`src/rtl/mul28_column_compressor.sv`:
```
// Column compressor for a 28x28 unsigned multiplier: 55 equal-weight columns -> 56-bit product.
// Latency 1 cycle (2 cycles with MUL28_COMPRESSOR_PIPE_EN: sum/carry rows registered before the CPA).
// No backpressure: accepts one vector per cycle, valid_o is valid_i delayed by the latency.
module mul28_column_compressor (
    input  logic        clk,
    input  logic        rst_n,
    input  logic        valid_i,
    input  logic        src0,         input  logic [1:0]  src1,   input  logic [2:0]  src2,
    input  logic [3:0]  src3,         input  logic [4:0]  src4,   input  logic [5:0]  src5,
    input  logic [6:0]  src6,         input  logic [7:0]  src7,   input  logic [8:0]  src8,
    input  logic [9:0]  src9,         input  logic [10:0] src10,  input  logic [11:0] src11,
    input  logic [12:0] src12,        input  logic [13:0] src13,  input  logic [14:0] src14,
    input  logic [15:0] src15,        input  logic [16:0] src16,  input  logic [17:0] src17,
    input  logic [18:0] src18,        input  logic [19:0] src19,  input  logic [20:0] src20,
    input  logic [21:0] src21,        input  logic [22:0] src22,  input  logic [23:0] src23,
    input  logic [24:0] src24,        input  logic [25:0] src25,  input  logic [26:0] src26,
    input  logic [27:0] src27,        input  logic [26:0] src28,  input  logic [25:0] src29,
    input  logic [24:0] src30,        input  logic [23:0] src31,  input  logic [22:0] src32,
    input  logic [21:0] src33,        input  logic [20:0] src34,  input  logic [19:0] src35,
    input  logic [18:0] src36,        input  logic [17:0] src37,  input  logic [16:0] src38,
    input  logic [15:0] src39,        input  logic [14:0] src40,  input  logic [13:0] src41,
    input  logic [12:0] src42,        input  logic [11:0] src43,  input  logic [10:0] src44,
    input  logic [9:0]  src45,        input  logic [8:0]  src46,  input  logic [7:0]  src47,
    input  logic [6:0]  src48,        input  logic [5:0]  src49,  input  logic [4:0]  src50,
    input  logic [3:0]  src51,        input  logic [2:0]  src52,  input  logic [1:0]  src53,
    input  logic        src54,
    output logic        valid_o,
    output logic dst0,  dst1,  dst2,  dst3,  dst4,  dst5,  dst6,  dst7,  dst8,  dst9,
    output logic dst10, dst11, dst12, dst13, dst14, dst15, dst16, dst17, dst18, dst19,
    output logic dst20, dst21, dst22, dst23, dst24, dst25, dst26, dst27, dst28, dst29,
    output logic dst30, dst31, dst32, dst33, dst34, dst35, dst36, dst37, dst38, dst39,
    output logic dst40, dst41, dst42, dst43, dst44, dst45, dst46, dst47, dst48, dst49,
    output logic dst50, dst51, dst52, dst53, dst54, dst55
);

    // Number of 3:2 levels needed to bring 28 rows down to 2 (28,19,13,9,6,4,3,2).
    localparam int NLVL = 7;

    // Rows remaining after a given number of 3:2 levels.
    function automatic int rows_at(input int lvl);
        int n;
        n = 28;
        for (int i = 0; i < lvl; i++) n = (n / 3) * 2 + n % 3;
        return n;
    endfunction

    logic [27:0] w_col [0:54];
    logic [55:0] w_pp  [0:27];
    logic [55:0] w_lv  [0:NLVL][0:27];
    logic [55:0] w_sum, w_carry, w_cpa;
    logic        w_cpa_vld;
    logic [55:0] r_prod;
    logic        r_vld;

    // Column bits zero-extended to the tallest column height.
    assign w_col[0]  = 28'(src0);  assign w_col[1]  = 28'(src1);  assign w_col[2]  = 28'(src2);
    assign w_col[3]  = 28'(src3);  assign w_col[4]  = 28'(src4);  assign w_col[5]  = 28'(src5);
    assign w_col[6]  = 28'(src6);  assign w_col[7]  = 28'(src7);  assign w_col[8]  = 28'(src8);
    assign w_col[9]  = 28'(src9);  assign w_col[10] = 28'(src10); assign w_col[11] = 28'(src11);
    assign w_col[12] = 28'(src12); assign w_col[13] = 28'(src13); assign w_col[14] = 28'(src14);
    assign w_col[15] = 28'(src15); assign w_col[16] = 28'(src16); assign w_col[17] = 28'(src17);
    assign w_col[18] = 28'(src18); assign w_col[19] = 28'(src19); assign w_col[20] = 28'(src20);
    assign w_col[21] = 28'(src21); assign w_col[22] = 28'(src22); assign w_col[23] = 28'(src23);
    assign w_col[24] = 28'(src24); assign w_col[25] = 28'(src25); assign w_col[26] = 28'(src26);
    assign w_col[27] = 28'(src27); assign w_col[28] = 28'(src28); assign w_col[29] = 28'(src29);
    assign w_col[30] = 28'(src30); assign w_col[31] = 28'(src31); assign w_col[32] = 28'(src32);
    assign w_col[33] = 28'(src33); assign w_col[34] = 28'(src34); assign w_col[35] = 28'(src35);
    assign w_col[36] = 28'(src36); assign w_col[37] = 28'(src37); assign w_col[38] = 28'(src38);
    assign w_col[39] = 28'(src39); assign w_col[40] = 28'(src40); assign w_col[41] = 28'(src41);
    assign w_col[42] = 28'(src42); assign w_col[43] = 28'(src43); assign w_col[44] = 28'(src44);
    assign w_col[45] = 28'(src45); assign w_col[46] = 28'(src46); assign w_col[47] = 28'(src47);
    assign w_col[48] = 28'(src48); assign w_col[49] = 28'(src49); assign w_col[50] = 28'(src50);
    assign w_col[51] = 28'(src51); assign w_col[52] = 28'(src52); assign w_col[53] = 28'(src53);
    assign w_col[54] = 28'(src54);

    // Transpose columns into 28 rows of 56-bit operands; bit r of column k lands in row r, bit k.
    always_comb begin
        for (int r = 0; r < 28; r++) begin
            w_pp[r] = '0;
            for (int k = 0; k < 55; k++) w_pp[r][k] = w_col[k][r];
        end
    end

    for (genvar r = 0; r < 28; r++) begin : g_row0
        assign w_lv[0][r] = w_pp[r];
    end

    // Wallace tree: each level groups rows in threes into sum/carry pairs, leftovers pass through.
    for (genvar l = 0; l < NLVL; l++) begin : g_lvl
        localparam int NI = rows_at(l);
        localparam int NG = NI / 3;
        localparam int NO = rows_at(l + 1);
        for (genvar g = 0; g < NG; g++) begin : g_fa
            logic [55:0] w_a, w_b, w_c;
            logic [54:0] w_maj;
            assign w_a   = w_lv[l][3*g];
            assign w_b   = w_lv[l][3*g+1];
            assign w_c   = w_lv[l][3*g+2];
            // Carry out of bit 55 falls off: the product is kept mod 2^56.
            assign w_maj = (w_a[54:0] & w_b[54:0]) | (w_a[54:0] & w_c[54:0]) | (w_b[54:0] & w_c[54:0]);
            assign w_lv[l+1][2*g]   = w_a ^ w_b ^ w_c;
            assign w_lv[l+1][2*g+1] = {w_maj, 1'b0};
        end
        for (genvar p = 0; p < NI - 3*NG; p++) begin : g_pass
            assign w_lv[l+1][2*NG+p] = w_lv[l][3*NG+p];
        end
        for (genvar z = NO; z < 28; z++) begin : g_zero
            assign w_lv[l+1][z] = '0;
        end
    end

    assign w_sum   = w_lv[NLVL][0];
    assign w_carry = w_lv[NLVL][1];

`ifdef MUL28_COMPRESSOR_PIPE_EN
    logic [55:0] r_sum, r_carry;
    logic        r_vld_p;

    // Register the two CSA rows so the carry-propagate add gets a full cycle.
    always_ff @(posedge clk or negedge rst_n) begin
        if (!rst_n) begin
            r_sum   <= '0;
            r_carry <= '0;
            r_vld_p <= 1'b0;
        end else begin
            r_sum   <= w_sum;
            r_carry <= w_carry;
            r_vld_p <= valid_i;
        end
    end

    assign w_cpa     = r_sum + r_carry;
    assign w_cpa_vld = r_vld_p;
`else
    assign w_cpa     = w_sum + w_carry;
    assign w_cpa_vld = valid_i;
`endif

    // Output register: captures every cycle, valid only tags the result.
    always_ff @(posedge clk or negedge rst_n) begin
        if (!rst_n) begin
            r_prod <= '0;
            r_vld  <= 1'b0;
        end else begin
            r_prod <= w_cpa;
            r_vld  <= w_cpa_vld;
        end
    end

    assign valid_o = r_vld;
    assign {dst55, dst54, dst53, dst52, dst51, dst50, dst49, dst48, dst47, dst46,
            dst45, dst44, dst43, dst42, dst41, dst40, dst39, dst38, dst37, dst36,
            dst35, dst34, dst33, dst32, dst31, dst30, dst29, dst28, dst27, dst26,
            dst25, dst24, dst23, dst22, dst21, dst20, dst19, dst18, dst17, dst16,
            dst15, dst14, dst13, dst12, dst11, dst10, dst9,  dst8,  dst7,  dst6,
            dst5,  dst4,  dst3,  dst2,  dst1,  dst0} = r_prod;

endmodule

```
`config.mk`:
```
export PLATFORM = sky130hd
export DESIGN_NAME = mul28_column_compressor
export DESIGN_NICKNAME = d
export VERILOG_FILES = /design/src/rtl/mul28_column_compressor.sv
export SDC_FILE = /design/constraint.sdc
export NUM_CORES = 2
export LEC_CHECK = 0
export BUFFER_PORTS_ARGS = -buffer_cell sky130_fd_sc_hd__clkbuf_2
export CORE_AREA = 2 2 325 327
export CTS_BUF_LIST = sky130_fd_sc_hd__clkbuf_8
export DETAILED_ROUTE_END_ITERATION = 8
export DIE_AREA = 0 0 327 329
export SLEW_MARGIN = 10
export SYNTH_ARGS = -nofsm -noshare
export SYNTH_HDL_FRONTEND = slang
export SYNTH_SLANG_ARGS = --single-unit
```
`constraint.sdc`:
```
create_clock -name clk -period 0.8 [get_ports clk]
set_clock_uncertainty 0.1 [all_clocks]
set_input_delay 0.08 -clock clk [delete_from_list [all_inputs] [get_ports clk]]
set_output_delay 0.08 -clock clk [all_outputs]
set_load 0.05 [all_outputs]
```
# Word-level counts from Yosys, hierarchy flattened
# Index checks and enable logic that the tools add are counted.
[totals]
in_bits = 787
reg_bits = 57
output_inout_bits = 57
elab_cells = 185
[op_classes]
n_addsub = 1
bitwise = 182
[ops]
columns = ["cell", "count"]
rows = [
  ["55-bit OR", 15],
  ["55-bit AND", 12],
  ["56-bit bitwise XOR", 7],
  ["55-bit by 53-bit AND with 55-bit output", 3],
  ["55-bit by 54-bit AND with 55-bit output", 3],
  ["55-bit by 52-bit AND with 55-bit output", 2],
  ["40-bit by 41-bit AND with 41-bit output", 2],
  ["40-bit by 39-bit OR with 40-bit output", 2],
  ["40-bit OR", 2],
  ["56-bit adder", 1],
  ["55-bit by 56-bit bitwise XOR with 56-bit output", 1],
  ["56-bit by 40-bit bitwise XOR with 56-bit output", 1],
  ["56-bit by 41-bit bitwise XOR with 56-bit output", 1],
  ["56-bit by 52-bit bitwise XOR with 56-bit output", 1],
  ["56-bit by 53-bit bitwise XOR with 56-bit output", 1],
  ["56-bit by 54-bit bitwise XOR with 56-bit output", 1],
  ["56-bit by 55-bit bitwise XOR with 56-bit output", 1],
  ["55-bit by 40-bit AND with 55-bit output", 1],
  ["55-bit by 41-bit AND with 55-bit output", 1],
  ["55-bit by 45-bit AND with 55-bit output", 1],
  ["55-bit by 46-bit AND with 55-bit output", 1],
  ["55-bit by 41-bit OR with 55-bit output", 1],
  ["55-bit by 46-bit OR with 55-bit output", 1],
  ["55-bit by 54-bit OR with 55-bit output", 1],
  ["120 further kinds", 120],
]

# Longest topological paths before layout
[depth]
depth_word = 22
ltp_mapped = 23
ltp_nobuf = 22

# Worst setup path after synthesis
# OpenSTA, ideal clock, no wires.
[synth_path]
path_kind = "in2reg"
start = "input src24[21]"
end = "register r_prod[50]"
n_path_buf = 1
arrival_ns = 5.689
t_required_ns = 0.604
stages = 19
slack_ns = -5.085
setup_ns = 0.096
path_cell_list = "fa_1 > inv_1 > fa_1 > fa_1 > fa_1 > fa_1 > fa_1 > fa_1 > inv_1 > ha_1 > buf_6 > a31o_1 > a21oi_1 > o21ai_0 > or4_4 > a31oi_2 > o21ai_2 > and4_4 > a311oi_2"
[synth_between]
elab_chain_len = 20
elab_cells_between_ends = 70
classes_between = "1 x add/sub; 69 x bitwise"
[synth_lines]
columns = ["element", "line", "source"]
rows = [
  ["start: declaration", "16", "input logic [24:0] src24, input logic [25:0] src25, input logic [26:0] src26,"],
  ["34-bit by 33-bit AND with 34-bit output / 34-bit by 32-bit AND with 34-bit output (equally long branches)", "100", "assign w_maj = (w_a[54:0] & w_b[54:0]) | (w_a[54:0] & w_c[54:0]) | (w_b[54:0] & w_c[54:0]);"],
  ["34-bit OR", "100", ""],
  ["34-bit by 33-bit OR with 34-bit output", "100", ""],
  ["35-bit by 31-bit AND with 35-bit output / 35-bit by 32-bit AND with 35-bit output (equally long branches)", "100", ""],
  ["35-bit OR", "100", ""],
  ["35-bit by 32-bit OR with 35-bit output", "100", ""],
  ["39-bit by 36-bit AND with 39-bit output", "100", ""],
  ["39-bit OR", "100", ""],
  ["[3 not listed]", "--", ""],
  ["56-bit by 40-bit bitwise XOR with 56-bit output / 40-bit OR (equally long branches)", "101, 100", ""],
  ["56-bit by 41-bit bitwise XOR with 56-bit output", "101", "assign w_lv[l+1][2*g] = w_a ^ w_b ^ w_c;"],
  ["55-bit AND", "100", ""],
  ["55-bit OR (2 in a row)", "100", ""],
  ["55-bit AND", "100", ""],
  ["55-bit OR (2 in a row)", "100", ""],
  ["56-bit adder (*)", "135", "assign w_cpa = w_sum + w_carry;"],
  ["net w_cpa[50]", "50", "logic [55:0] w_sum, w_carry, w_cpa;"],
  ["end signal: assignment", "145", "r_prod <= w_cpa;"],
  ["end: declaration", "52", "logic [55:0] r_prod;"],
]
# The timed path passes the listed nets; every way through them passes the cells marked *.

# Final worst setup path
[layout_path]
start = "input src25[21]"
end = "register r_prod[53]"
[layout_between]
elab_chain_len = 20
elab_cells_between_ends = 70
classes_between = "1 x add/sub; 69 x bitwise"
[layout_lines]
columns = ["element", "line"]
rows = [
  ["start: declaration", "16"],
  ["34-bit by 33-bit AND with 34-bit output / 34-bit by 32-bit AND with 34-bit output (equally long branches)", "100"],
  ["34-bit OR", "100"],
  ["34-bit by 33-bit OR with 34-bit output", "100"],
  ["35-bit by 31-bit AND with 35-bit output / 35-bit by 32-bit AND with 35-bit output (equally long branches)", "100"],
  ["35-bit OR", "100"],
  ["35-bit by 32-bit OR with 35-bit output", "100"],
  ["39-bit by 36-bit AND with 39-bit output", "100"],
  ["39-bit OR", "100"],
  ["[3 not listed]", "--"],
  ["56-bit by 40-bit bitwise XOR with 56-bit output / 40-bit OR (equally long branches)", "101, 100"],
  ["56-bit by 41-bit bitwise XOR with 56-bit output", "101"],
  ["55-bit AND", "100"],
  ["55-bit OR (2 in a row)", "100"],
  ["55-bit AND", "100"],
  ["55-bit OR (2 in a row)", "100"],
  ["56-bit adder (*)", "135"],
  ["net w_cpa[53]", "50"],
]
# Marked as above.

==> impl_metrics.toml <==
[outcome]
status = "finished with violations"
violations = "hold timing, setup timing"

[route]
wl_per_cell_um = 17.75
top_layer = "met5"
wl_met1_um = 32200
via_count = 17540
wl_met3_um = 6020
drtIter0Drc = 420
routed-wl-met2_um = 41650
detail-route-antenna-nets = 0
drtPass1Iterations = 4
route.detailed.drc = 0
vias_per_cell = 3.783
postRouteWirelength_um = 82300

[die]
ios = 844
core_um2 = 104400
start_util = 0.2195
die_h_um = 329
die_x_um = 327
placementRows = 119
dieArea_um2 = 107600

[clock_network]
h-tree-depth = 3
cts.sinks = 57
cts.path.max_buffers = 2
cts-buffers-inserted = 9
ctsHoldBuffers = 4
cts_tree = "yes"
cts-root-buf = "clkbuf_8"
clk_pin_slew_worst_paths_ns = 0.09

[min_path]
hp-class = "in2async"

[synth]
async_reset_ff_frac = 1.000
yosysTopAreaCellShare = 0.5925
synthDistinctLibCells = 63
synth_area_um2 = 22910
synth_area_leaders = "fa_1, inv_1, ha_1"
yosys_warnings = 0
synth_edf_count = 0
synth_nets = 3816
avgSynthCellArea_um2 = 10.61
synthMostInstantiatedCell = "inv_1"
synth-seq-cells = 57
yosysTopAreaCell = "fa_1"
synthCells = 2160
ys_seq_area_frac = 0.06227
ys.flop_type = "dfrtp_1"
yosys-top-cells-count = "inv_1, fa_1, ha_1, dfrtp_1, a21oi_1"

[setup_path]
cp_top_family = "adder cells"
slowest_delay_ns = 0.62
cp.depth = 22
worstPathArrival_ns = 6.08
worstSetupPathType = "in2reg"
crit_buf_inv = 6
critPathLaunch = "src25[21]"
path_cells = "buf_6 -> inv_2 -> fa_1 -> inv_2 -> fa_2 -> inv_2 -> fa_2 -> fa_1 -> fa_1 -> fa_1 -> inv_2 -> fa_2 -> ha_4 -> buf_6 -> a21oi_4 -> o21ai_1 -> a211o_1 -> nor3b_4 -> o311ai_4 -> o211ai_2 -> a221oi_2 -> xnor2_1"
slowest_stage = "fa_2"
startpoint_type = "input port"
endpoint = "r_prod[53]"
path_max_fanout = 3
critPathCaptureType = "register"
cp.required_ns = 0.99

[sta]
setup_slack_ns = -5.090
whs_ns = -0.02759
fmax_mhz = 169.8
slew_viol_final = 0
min_period_ns = 5.890
timing.final.hold_violations = 5
slew_headroom = 0.6526
setup-violations-final = 112
post-route-period-util = 7.362
worst_pin_slew_ns = 0.5200
rsz0062_at_grt = "true"

[grt]
grt_pass1_wl_um = 122400
grt-ovfl-total = 0
grt_pass1_vias = 20650
grtUsageTotal = 0.1564
antenna_found_initial = 18
grt_max_degree = 22

[finish]
nNetsFinal = 4881
drive_above_1_share = 0.4167
area_growth_pct = 46.70

[placed_design]
pre_cts_ws_ns = -5.949
gp_congestion = 0.9800
numPortBuffers = 843
hpwl_um = 78250

[run]
maxCapViolations = 0
-- stage by stage --
step | cell area (um2) | hold slack, ns | TNS [ns] | utilization | cells
floorplan | 23540 | -0.3156 | -210.33 | - | 2160
global placement | 31660 | -0.1329 | -252.29 | 0.3034 | 4565
detailed placement | 31660 | -0.1380 | -251.97 | 0.3034 | 4565
CTS | 32980 | -0.09673 | -240.18 | 0.3160 | 4600
global route | 33600 | -0.05709 | -248.16 | 0.3219 | 4634
finish | 33600 | -0.02759 | -238.00 | 0.3220 | 4637
-- worst min-delay path by stage --
| stage | startpoint | end | slack [ns] | cells after the start |
|---|---|---|---|---|
| 2_1_floorplan | rst_n | r_prod[0] | -0.32 | 0 |
| 3_3_place_gp | rst_n | r_prod[16] | -0.13 | 1 |
| 3_5_place_dp | rst_n | r_prod[16] | -0.14 | 1 |
| 4_1_cts | src1[1] | r_prod[2] | -0.1 | 3 |
| 5_1_grt | rst_n | r_prod[16] | -0.06 | 2 |
| 6_report | rst_n | r_prod[16] | -0.03 | 2 |
-- flip-flops by register name, indices dropped and copies added (netlist names) --
signal   count
r_prod      56
valid_o      1
-- timing repair --
| item | in CTS | in global routing |
|---|---|---|
| buffers inserted | 19 | 25 |
| setup endpoints to repair | 111 | 111 |
| gates resized for setup | 189 | 126 |
| hold endpoints to repair | 61 | 6 |
| pin swaps | 108 | 97 |
-- cell families (layout without fill, tap and decap cells) --
family          Yosys count  after routing  synth area share
mux                       1              1         0.0004370
simple gates            115            115           0.02562
compound gates          168            168           0.04829
xor+xnor                 47             47           0.01797
fa+ha+maj               869            869            0.6969
other cells               0             16                 0
flops                    57             57           0.06227
buf+inv                 903           1973            0.1486
-- metal layers --
metal / up-vias / track usage
met2: 520 / 0.2763
li1: 8226 / -
met3: 86 / 0.04462
met1: 8704 / 0.1837
met5: - / 0.008261
met4: 6 / 0.04477
-- cell usage in the layout (no fill, tap or decap), types with 7 or more instances in the layout --
master	Yosys	final
o21ai_2	1	9
buf_12	0	61
fa_1	678	640
clkbuf_8	0	13
dfrtp_1	57	56
nor2_1	22	18
clkbuf_2	1	759
inv_2	0	49
inv_1	889	831
xor2_1	17	9
buf_4	0	175
fa_2	0	38
xnor2_2	0	7
a21o_1	23	22
a21oi_1	56	28
nand4_1	8	8
a21oi_2	0	20
buf_6	1	61
nand2_1	37	30
xor2_2	0	7
ha_4	0	46
xnor2_1	30	23
ha_1	191	144
o21ai_0	29	12
a21oi_4	0	8
diode_2	0	16
-- layout make-up --
cell class,count,area [um2]
timing repair buffer,1068,7177
inverter,889,3385
tap,1391,1740
clock inverter,6,67.56
sequential,57,1428
clock buffer,10,137.6
fill,10780,70770
antenna,16,40.04
multi-input combinational,1200,19630
Power is left out: the tool's default activity adds up to more than one toggle a clock period on the data nets, which glitch-free logic cannot reach.
